### src/rtl/xilinx_arith_sequencer_pkg.sv
// xilinx_arith_sequencer_pkg: shared FSM state encoding and default sizing for the arithmetic sequencer
package xilinx_arith_sequencer_pkg;
  typedef enum logic [1:0] {IDLE, RUN, HOLD, GAP} state_t;
  localparam int DEF_WIDTH = 64;
  localparam int DEF_LATENCY = 6;
  localparam int DEF_TIMEOUT = 15;
endpackage

### src/rtl/xilinx_arith_sequencer.sv
// xilinx_arith_sequencer: one-at-a-time sequencer driving a clock-enabled pipelined core with timeout
//   in_valid/in_ready/in_a/in_b       operand pair handshake
//   core_ce/core_a/core_b             enable and registered operands to the core wrapper
//   core_valid/core_s                 result pulse and value from the core wrapper
//   out_valid/out_ready/out_s/out_err result handshake; out_err flags a timeout (out_s = 0)
//   busy                              high whenever not IDLE
module xilinx_arith_sequencer
  import xilinx_arith_sequencer_pkg::*;
#(
  parameter int WIDTH = DEF_WIDTH,
  parameter int LATENCY = DEF_LATENCY,
  parameter int TIMEOUT = DEF_TIMEOUT
) (
  input  logic             clk,
  input  logic             resetn,
  input  logic             in_valid,
  output logic             in_ready,
  input  logic [WIDTH-1:0] in_a,
  input  logic [WIDTH-1:0] in_b,
  output logic             core_ce,
  output logic [WIDTH-1:0] core_a,
  output logic [WIDTH-1:0] core_b,
  input  logic             core_valid,
  input  logic [WIDTH-1:0] core_s,
  output logic             out_valid,
  input  logic             out_ready,
  output logic [WIDTH-1:0] out_s,
  output logic             out_err,
  output logic             busy
);
  // counter is sized to cover the larger of the two so a misconfigured TIMEOUT < LATENCY still counts sanely
  localparam int CW = $clog2((TIMEOUT > LATENCY ? TIMEOUT : LATENCY) + 1);
  localparam logic [CW-1:0] TO = CW'(TIMEOUT);
  state_t state;
  logic [CW-1:0] cnt;
  // decoded from state so the asynchronous reset drops core_ce immediately
  assign core_ce = state == RUN;
  assign out_valid = state == HOLD;
  assign busy = state != IDLE;
  assign in_ready = resetn && state == IDLE;
  always_ff @(posedge clk or negedge resetn)
    if (!resetn) begin
      state <= IDLE;
      cnt <= '0;
      core_a <= '0;
      core_b <= '0;
      out_s <= '0;
      out_err <= 1'b0;
    end else
      case (state)
        IDLE: if (in_valid) begin
          core_a <= in_a;
          core_b <= in_b;
          cnt <= '0;
          state <= RUN;
        end
        RUN: begin
          cnt <= cnt == TO ? cnt : cnt + CW'(1);
          if (core_valid) begin
            out_s <= core_s;
            out_err <= 1'b0;
            state <= HOLD;
          end else if (cnt == TO - CW'(1)) begin
            // this RUN cycle brings the count to TIMEOUT: abort with a zero result
            out_s <= '0;
            out_err <= 1'b1;
            state <= HOLD;
          end
        end
        HOLD: if (out_ready) state <= GAP;
        GAP: state <= IDLE;
      endcase
endmodule

### config.mk
export PLATFORM = sky130hd
export DESIGN_NAME = xilinx_arith_sequencer
export DESIGN_NICKNAME = d
export VERILOG_FILES = /design/src/rtl/xilinx_arith_sequencer_pkg.sv /design/src/rtl/xilinx_arith_sequencer.sv
export SDC_FILE = /design/constraint.sdc
export NUM_CORES = 1
export LEC_CHECK = 0
export ABC_AREA = 1
export CAP_MARGIN = 20
export CORE_ASPECT_RATIO = 0.75
export CORE_UTILIZATION = 35
export DETAILED_ROUTE_END_ITERATION = 10
export GPL_TIMING_DRIVEN = 0
export PLACE_DENSITY = 0.7
export SYNTH_ARGS = -nofsm -noshare
export SYNTH_HDL_FRONTEND = slang
export SYNTH_SLANG_ARGS = --single-unit
### constraint.sdc
create_clock -name clk -period 3.3 [get_ports clk]
set_clock_uncertainty 0.15 [all_clocks]
set_input_delay 0.495 -clock clk [delete_from_list [all_inputs] [get_ports clk]]
set_output_delay 0.495 -clock clk [all_outputs]
set_load 0.05 [all_outputs]
==> flow_metrics.env <==
export IMPL_nFillCells=1884
export IMPL_slew_headroom=0.6113
export IMPL_cts_tree="done"
export IMPL_overflow=0
export IMPL_synth_simple_area_share=0.1169
export IMPL_cellLeakagePower_nw=6.394
export IMPL_cp_max_fo=5
export IMPL_finalSetupViolCount=0
export IMPL_ys_ff_latch=199
export IMPL_max_freq_mhz=357.0
export IMPL_drv_slew=0
export IMPL_nNetsFinal=1242
export IMPL_hpwl_um=17680
export IMPL_cts_setup_buffers=0
export IMPL_p_total_mw=16.42
export IMPL_post_route_drc_count=0
export IMPL_grt_pass1_wl_um=36450
export IMPL_fin_ws_ns=0.4985
export IMPL_top_usage_layer="met2"
export IMPL_path_clk_slew_ns=0.07
export IMPL_port_buffers=393
export IMPL_synth_xor_area_frac=0.001048
export IMPL_violations="negative hold slack"
export IMPL_synth_warnings=0
export IMPL_cp_top_family="buffers and inverters"
export IMPL_antenna_cells=0
export IMPL_core_area_mm2=0.02324
export IMPL_synth_avg_cell_area_um2=13.46
export IMPL_cp_cell_sequence="inv_1 > ha_1 > nand2_1 > inv_1 > clkdlybuf4s50_1"
export IMPL_gr_usage_met3=0.07099
export IMPL_arrival_ns=2.16
export IMPL_numCtsBuffers=17
export IMPL_synthAdderAreaFrac=0.008983
export IMPL_ys_types=17
export IMPL_critPathSlowestCell="clkdlybuf4s50_1"
export IMPL_grt_pass1_vias=6237
export IMPL_dieArea_mm2=0.02451
export IMPL_path_class="reg2out"
export IMPL_routed_wl_um=23560
export IMPL_die_x_um=180.4
export IMPL_fp_dieH_um=135.8
export IMPL_cts_buffer_depth=2
export IMPL_grt_usage=0.1942
export IMPL_start_kind="flip-flop"
export IMPL_dpl_instance_area_mm2=0.01270
export IMPL_holdWs_ns=-0.002385
export IMPL_htree_levels=4
export IMPL_start_util=0.3595
export IMPL_clkSinkCount=199
export IMPL_rsz0062_at_grt="false"
export IMPL_viasPerCell=4.536
export IMPL_hold_violations=7
export IMPL_synthToLayoutAreaGrowth_pct=60.74
export IMPL_synthTopCellsByArea="dfrtp_1 60%, mux2_4 22%, nand2_1 6.9%"
export IMPL_r2r_slack_ns=1.37
export IMPL_vias=6133
export IMPL_mostFrequentLayoutCell="clkdlybuf4s50_1"
export IMPL_required_ns=2.65
export IMPL_maxCapViolations=0
export IMPL_final_area_mm2=0.01343
export IMPL_yosys_area_top_type="dfrtp_1"
export IMPL_gp_congestion=0.7692
export IMPL_worst_slew_pin_slew_ns=0.5813
export IMPL_yosysTopAreaCellShare=0.5959
export IMPL_rows=48
export IMPL_crit_buf_inv=3
export IMPL_synthMuxAreaShare=0.2264
export IMPL_post_route_period_util=0.8489
export IMPL_use_met1=0.2441
export IMPL_ant_nets=0
export IMPL_antenna_found_initial=0
export IMPL_synthCells=621
export IMPL_drt_initial_drc_count=239
export IMPL_io_pins=394
export IMPL_status="complete, but fails checks"
export IMPL_grt_start_max_net_pins=113
export IMPL_final_cell_mix="392 x clkdlybuf4s50_1, 199 x dfrtp_1, 153 x nand2_1, 120 x mux2_4, 72 x nand3_1"
export IMPL_syn_num_nets=824
export IMPL_avgRoutedWirePerCell_um=17.43
export IMPL_drt_pass1_iterations=4
export IMPL_synth_top_family_by_area="multiplexers"
export IMPL_pre_cts_slack_ns=0.04125
export IMPL_vdd_drop_max_v=0.0005695
export IMPL_hold_path_class="in2async"
export IMPL_layout_drive_gt1_share=0.1930
export IMPL_root_buffer="clkbuf_16"
export IMPL_critPathCaptureType="output pin"
export IMPL_ys_seq_area_frac=0.5959
export IMPL_grtUsageMet2=0.3146
export IMPL_insertion_delay_ns=0.43
export IMPL_syn_cell_area_mm2=0.008357
export IMPL_pwr_density_cell_mw_per_mm2=1222
export IMPL_cpMostUsedCell="inv_1"
export IMPL_synth_compound_area_frac=0.001198
export IMPL_min_period_ns=2.801
export IMPL_max_stage_delay_ns=0.81
[per-layer routing]
layer | part of all wire | wire, µm
met1 | 0.42 | 9979
met5 | 0 | 0
met3 | 0.080 | 1896
met4 | 0.013 | 308
met2 | 0.48 | 11380
[synth_stat cells (all sizes together)]
| cell type | instances |
|---|---|
| dfrtp | 199 |
| nand2 | 154 |
| mux2 | 128 |
| nand3 | 72 |
| buf | 34 |
| inv | 14 |
| nor2 | 8 |
| ha | 6 |
| clkbuf | 2 |
| a21oi | 1 |
| o21ai | 1 |
| or2 | 1 |
| xor2 | 1 |
[sequential cells by signal, indices dropped and copies added, names as in the netlist]
register and flops:
core_a 64, state 2, out_s 64, cnt 4, out_err 1, core_b 64
[tightest hold or removal path: stages]
cell,delay (ns)
buf_12,0.09
buf_16,0.10
buf_16,0.32
[kinds of logic after synthesis]
kind of cell | after synthesis
XOR/XNOR | 1
AO/OA/AOI/OAI | 2
buffers and inverters | 50
flip-flops | 199
adder cells (fa/ha/maj) | 6
multiplexers | 128
AND/OR/NAND/NOR | 235
[repair_timing]
action                     in CTS  in global routing
setup endpoints to repair       0                  1
hold endpoints to repair       88                 88
resized for setup               0                  1
[power breakdown]
group / switching [mW] / internal (mW) / leakage (nW)
Clock: 0.973 / 1.19 / 0.295
Sequential: 0.661 / 3.64 / 2.40
Combinational: 6.04 / 3.92 / 3.69
Total: 7.67 / 8.75 / 6.39
[metrics by stage]
stage | instances | hold slack [ns] | TNS [ns] | util
global placement | 1314 | 0.3300 | -1426.13 | 0.5450
global route | 1352 | 0.01153 | 0 | 0.5780
CTS | 1347 | -0.08203 | 0 | 0.5725
detailed placement | 1315 | 0.3363 | 0 | 0.5464
floorplan | 621 | 0.04941 | 0 | -
finish | 1352 | -0.002385 | 0 | 0.5780
[path summary, 6_finish.rpt]
kind | start | endpoint | depth (start not counted)
worst max-delay path | state[0] | in_ready | 5
max in group asynchronous | resetn | core_b[23] | 3
worst max register to register | state[1] | out_s[5] | 9
worst min-delay path | resetn | out_s[54] | 3
min in group clk | out_s[61] | out_s[61] | 2
worst min register to register | out_s[61] | out_s[61] | 2
[final cells by class]
cell class | instances | area (µm²) | share of cell area
Tap cell | 300 | 375.4 | 0.02794
Inverter | 14 | 52.55 | 0.003912
Multi-Input combinational cell | 372 | 2963 | 0.2206
Clock buffer | 20 | 466.7 | 0.03474
Timing Repair Buffer | 399 | 4094 | 0.3048
Clock inverter | 12 | 140.1 | 0.01043
Buffer | 36 | 361.6 | 0.02692
Sequential cell | 199 | 4980 | 0.3707
No activity file was read; power rests on OpenSTA's default activity.
